$ cat config.mk
export PLATFORM = sky130hd
export DESIGN_NAME = instr_cache
export DESIGN_NICKNAME = d
export VERILOG_FILES = /design/src/rtl/icache_pkg.sv /design/src/rtl/icache_line_array.sv /design/src/rtl/instr_cache.sv
export SDC_FILE = /design/constraint.sdc
export NUM_CORES = 1
export LEC_CHECK = 0
export ABC_CLOCK_PERIOD_IN_PS = 9960
export CORE_UTILIZATION = 50
export CTS_CLUSTER_SIZE = 40
export DETAILED_ROUTE_END_ITERATION = 16
export PLACE_DENSITY = 0.75
export SLEW_MARGIN = 20
export SYNTH_ARGS = -nofsm -noshare
export SYNTH_HDL_FRONTEND = slang
export SYNTH_SLANG_ARGS = --single-unit
$ cat constraint.sdc
create_clock -name CLK -period 9.96 [get_ports CLK]
set_input_delay 1.992 -clock CLK [delete_from_list [all_inputs] [get_ports CLK]]
set_output_delay 1.992 -clock CLK [all_outputs]
set_load 0.01 [all_outputs]
$ cat src/rtl/icache_pkg.sv
// Shared types and field geometry for the direct-mapped instruction cache.
package icache_pkg;

   localparam int OFFSET_W = 2;
   localparam int BLOCK_W  = 128;
   localparam int WORD_W   = 32;
   localparam int WORDS    = BLOCK_W / WORD_W;
   localparam int BYTE_W   = 2;                    // PC[1:0], byte-in-word, ignored
   localparam int LINE_LSB = BYTE_W + OFFSET_W;    // first index bit of the PC

   typedef enum logic [1:0] {S_IDLE, S_MEM_READ, S_UPDATE} state_e;

   typedef logic [WORDS-1:0][WORD_W-1:0] block_t;

endpackage

$ cat src/rtl/icache_line_array.sv
// Valid/tag/data storage for the instruction cache: combinational read, synchronous write.
module icache_line_array
   import icache_pkg::*;
#(
   parameter int NUM_BLOCKS = 8,
   parameter int TAG_W      = 3,
   parameter int IDX_W      = $clog2(NUM_BLOCKS)
) (
   input  logic             CLK,
   input  logic             RESET,
   input  logic [IDX_W-1:0] rd_idx_i,
   output logic             rd_valid_o,
   output logic [TAG_W-1:0] rd_tag_o,
   output block_t           rd_data_o,
   input  logic             we_i,
   input  logic [IDX_W-1:0] wr_idx_i,
   input  logic [TAG_W-1:0] wr_tag_i,
   input  block_t           wr_data_i
);

   logic [NUM_BLOCKS-1:0] valid_q;
   logic [TAG_W-1:0]      tag_q  [NUM_BLOCKS];
   block_t                data_q [NUM_BLOCKS];

   always_ff @(posedge CLK) begin
      if (RESET)
         valid_q <= '0;
      else if (we_i)
         valid_q[wr_idx_i] <= 1'b1;
   end

   // Tag and data carry no reset; a line is only trusted once its valid bit is set.
   always_ff @(posedge CLK) begin
      if (we_i) begin
         tag_q[wr_idx_i]  <= wr_tag_i;
         data_q[wr_idx_i] <= wr_data_i;
      end
   end

   assign rd_valid_o = valid_q[rd_idx_i];
   assign rd_tag_o   = tag_q[rd_idx_i];
   assign rd_data_o  = data_q[rd_idx_i];

endmodule

$ cat src/rtl/instr_cache.sv
// Direct-mapped instruction cache: same-cycle hits, stalling block refill on miss.
// Define ICACHE_STATS_EN to add saturating HIT_COUNT / MISS_COUNT outputs.
module instr_cache
   import icache_pkg::*;
#(
   parameter int NUM_BLOCKS = 8,
   parameter int ADDR_W     = 10,
   parameter int MEM_ADDR_W = ADDR_W - LINE_LSB
) (
   input  logic                  CLK,
   input  logic                  RESET,
   input  logic [31:0]           PC,
   output logic [WORD_W-1:0]     INSTRUCTION,
   output logic                  BUSYWAIT,
   output logic                  MEM_READ,
   output logic [MEM_ADDR_W-1:0] MEM_ADDRESS,
   input  logic [BLOCK_W-1:0]    MEM_READDATA,
   input  logic                  MEM_BUSYWAIT
`ifdef ICACHE_STATS_EN
   ,
   output logic [15:0]           HIT_COUNT,
   output logic [15:0]           MISS_COUNT
`endif
);

   localparam int IDX_W = $clog2(NUM_BLOCKS);
   localparam int TAG_W = ADDR_W - LINE_LSB - IDX_W;

   logic [OFFSET_W-1:0] offset;
   logic [IDX_W-1:0]    idx;
   logic [TAG_W-1:0]    tag;
   logic                unused_pc;

   assign offset    = PC[LINE_LSB-1:BYTE_W];
   assign idx       = PC[LINE_LSB+IDX_W-1:LINE_LSB];
   assign tag       = PC[ADDR_W-1:LINE_LSB+IDX_W];
   assign unused_pc = ^{PC[31:ADDR_W], PC[BYTE_W-1:0]};

   state_e state_q, state_d;
   block_t fill_q;
   logic   line_valid, hit, we;
   logic [TAG_W-1:0] line_tag;
   block_t line_data;

   icache_line_array #(
      .NUM_BLOCKS (NUM_BLOCKS),
      .TAG_W      (TAG_W),
      .IDX_W      (IDX_W)
   ) u_lines (
      .CLK        (CLK),
      .RESET      (RESET),
      .rd_idx_i   (idx),
      .rd_valid_o (line_valid),
      .rd_tag_o   (line_tag),
      .rd_data_o  (line_data),
      .we_i       (we),
      .wr_idx_i   (idx),
      .wr_tag_i   (tag),
      .wr_data_i  (fill_q)
   );

   assign hit = line_valid && (line_tag == tag);

   always_ff @(posedge CLK) begin
      if (RESET)
         state_q <= S_IDLE;
      else
         state_q <= state_d;
   end

   // The value still on the bus at the MEM_READ exit edge is the one written in UPDATE.
   always_ff @(posedge CLK) begin
      if (state_q == S_MEM_READ)
         fill_q <= MEM_READDATA;
   end

   always_comb begin
      state_d     = state_q;
      BUSYWAIT    = 1'b1;
      MEM_READ    = 1'b0;
      MEM_ADDRESS = '0;
      INSTRUCTION = '0;
      we          = 1'b0;
      unique case (state_q)
         S_IDLE: begin
            if (hit) begin
               BUSYWAIT    = 1'b0;
               INSTRUCTION = line_data[offset];
            end else begin
               state_d = S_MEM_READ;
            end
         end
         S_MEM_READ: begin
            MEM_READ    = 1'b1;
            MEM_ADDRESS = MEM_ADDR_W'({tag, idx});
            if (!MEM_BUSYWAIT)
               state_d = S_UPDATE;
         end
         S_UPDATE: begin
            we      = !RESET;
            state_d = S_IDLE;
         end
         default: state_d = S_IDLE;
      endcase
   end

`ifdef ICACHE_STATS_EN
   logic [15:0] hit_cnt_q, hit_cnt_d, miss_cnt_q, miss_cnt_d;

   always_comb begin
      hit_cnt_d  = hit_cnt_q;
      miss_cnt_d = miss_cnt_q;
      if (state_q == S_IDLE && hit && hit_cnt_q != 16'hFFFF)
         hit_cnt_d = hit_cnt_q + 16'd1;
      if (state_q == S_IDLE && !hit && miss_cnt_q != 16'hFFFF)
         miss_cnt_d = miss_cnt_q + 16'd1;
   end

   always_ff @(posedge CLK) begin
      if (RESET) begin
         hit_cnt_q  <= '0;
         miss_cnt_q <= '0;
      end else begin
         hit_cnt_q  <= hit_cnt_d;
         miss_cnt_q <= miss_cnt_d;
      end
   end

   assign HIT_COUNT  = hit_cnt_q;
   assign MISS_COUNT = miss_cnt_q;
`endif

endmodule

==> metrics <==
Pint=8.163 mW; Num CTS Buffers=114; Peak supply drop=164.2 uV; Async SR Flop Fraction=0%; clock skew=62.26 ps; CTS H-tree lvls=3; Synth warnings=0; Routed Wire Length=119.0 mm; most instantiated library cell after synthesis=edfxtp_1; DRC violations left=0; nets@finish=2,783; Final setup viols=0; port buffer count=178; die footprint=89,550 um2; Seq/Total Area, Yosys=80.39%; TNS Setup=0 ps; leakage power=16.03 nW; clk_lat worst skew=710 ps; Max Freq=0.1226 GHz; clock root buffer=clkbuf_16; syn nets=2,582; grt total ovfl=0; Final Hold Slack=477.7 ps; Synth top cells by count=edfxtp_1, o22ai_1, mux2_2; ANT cells=0; NetSw=2.196 mW; worst slew pin tran=1107 ps; hpwl dp=64.23 mm; synth unique cells=53; sequential power share=54.6%; critical path required time=7970 ps; placer congestion estimate=0.8047; GRT Util Overall=26.22%; Routed Antenna Nets=0; Syn Inst Count=2,419; initial DRC count=3,234; min Tclk post-route=8154 ps; clock buffer depth=3; Post-CTS Hold Buffers=0; Register Area=35,510 um2; reg2reg setup slack=6540 ps; Net Sw Frac=21.20%; Synth area leaders=edfxtp_1, mux2_2, o22ai_1, mux2i_1, o221ai_1; post-CTS setup repair buffer count=0; worst path arrival time=6160 ps; Mean Syn Cell Area=18.26 um2; fill count=6,188; Final Hold Viols=0; post-synthesis register bit count=1,186; Cell Area, Synth=44,180 um2; Clk pin slew, worst setup/hold paths=60 ps; Yosys top cell area share=79.93%; via/cell ratio=6.506; Rows=108; drt pass-1 iters=6; crit start category=primary input; dominant synthesized flop cell=edfxtp_1; post-cts resize count=0; CP max FO=67; combinational fraction of design power=4.6%; Final period util=81.87%; Hold Path Class=flip-flop to flip-flop; Post-synth EDFFs=1,176; Critical Path End Type=output port; RSZ-0062 raised after global routing=false; layout overhead on the synthesized area=15.38%; Clock Sinks=1,186; status=finished clean; share of layout cells above drive strength 1=15.28%; CORE AREA=87,160 um2; via count=25.18k; clock power share=40.8%; DIE WIDTH=299.3 um; wire length per cell=30.74 um; CP Class=primary input to output port; IO Count=203; largest net degree at the start of global routing=108; multi-input combinational cell area=7904 um2; max_cap viols=0; vias in the first global route=25.31k; first-pass GRT wire length=170.1 mm; max-slew violations=0; max_slew headroom=24.29%; Die Ht=299.3 um; CTS tree=done; initial antenna violation count=1; cell type with the highest aggregate area in the netlist=edfxtp_1; PD cells=203.2 nW/um2; Starting Density=50.69%
-- worst max-delay path, cell delays in order --
cell	delay, ps
buf_4	530
buf_12	420
nand2b_1	720
o22ai_1	130
a2111oi_0	950
a311oi_1	170
a311oi_1	490
clkdlybuf4s50_1	660
-- worst paths after layout --
| check | cells past startpoint | startpoint | endpoint |
|---|---|---|---|
| hold / removal | 2 | u_lines.valid_q[2] | u_lines.valid_q[2] |
| setup / recovery | 8 | PC[5] | INSTRUCTION[15] |
| hold reg to reg | 2 | u_lines.valid_q[2] | u_lines.valid_q[2] |
| setup reg to reg | 4 | state_q[0] | u_lines.data_q[0][41] |
-- power groups by stage --
stage | logic [mW] | registers (mW) | clock network [mW]
finish | 0.476 | 5.66 | 4.22
global route | 0.495 | 5.67 | 4.45
CTS | 0.470 | 5.66 | 4.27
detailed placement | 0.467 | 5.76 | 0
global placement | 0.460 | 5.75 | 0
floorplan | 0.249 | 5.73 | 0
-- layer usage --
metal	track usage, %	up-vias	routed length (um)
li1	-	10360	-
met1	34.31	12760	43500
met2	42.87	1780	57430
met3	4.943	287	12670
met4	11.87	2	5372
met5	0	-	13
-- stage by stage --
stage	utilization, %	worst slack, ps	area, um2	total power [mW]	instances
floorplan	-	795.3	44180	5.981	2419
global placement	54.27	1932	47300	6.212	3659
detailed placement	54.27	1942	47300	6.230	3659
finish	58.48	1806	50970	10.36	3871
global route	58.48	1799	50970	10.61	3871
CTS	58.48	1892	50970	10.40	3871
-- state kept, by name, indices dropped and copies added, names as in the netlist --
name	count
u_lines.tag_q	24
state_q	2
u_lines.data_q	1024
fill_q	128
u_lines.valid_q	8
-- final cells by class --
| class | instances | area share [%] |
|---|---|---|
| tap | 1155 | 2.835 |
| inverter | 15 | 0.1105 |
| clock inverter | 73 | 1.343 |
| sequential | 1186 | 69.67 |
| multi-input combinational | 1053 | 15.51 |
| clock buffer | 139 | 5.864 |
| timing repair buffer | 250 | 4.671 |
-- cell usage in the layout, fill, tap and decap left out, types with 6 or more instances in the layout --
master           netlist  final
a21oi_1               60     60
nor2b_1               11     10
clkbuf_1              81     23
mux4_2                11     11
a2111oi_0             10      9
clkbuf_16              0    116
mux2i_1               89     89
o22a_1                11     11
a221oi_1              29     29
o21ai_0               78     78
bufinv_16              0     11
inv_1                 14     12
nor2_1                85     77
buf_4                 19     69
clkinv_1               0     34
and2_1                 9      9
o22ai_1              220    220
o221ai_1              61     61
a211oi_1              42     42
nand2_1               43     41
clkdlybuf4s50_1        0    173
mux2_2               147    147
nor2_4                 0      8
o311a_1                7      7
o2111ai_1              6      6
dfxtp_1               10     10
nor3_1                33     33
nor4_1                16     16
a311oi_1              17     17
a22oi_1                7      7
clkinv_2               0     18
edfxtp_1            1176   1176
nand2b_1               7      6
-- kinds of logic after synthesis --
kind of cell	Yosys count	synth area share, %
and+or+nand+nor	220	2.294
DFF	1186	80.39
buffers and inverters	180	1.915
xor gates and xnor gates	3	0.05949
muxes	247	6.324
AOI/OAI and AO/OA	583	9.020
Note: power is estimated with default switching activity, not from simulation.
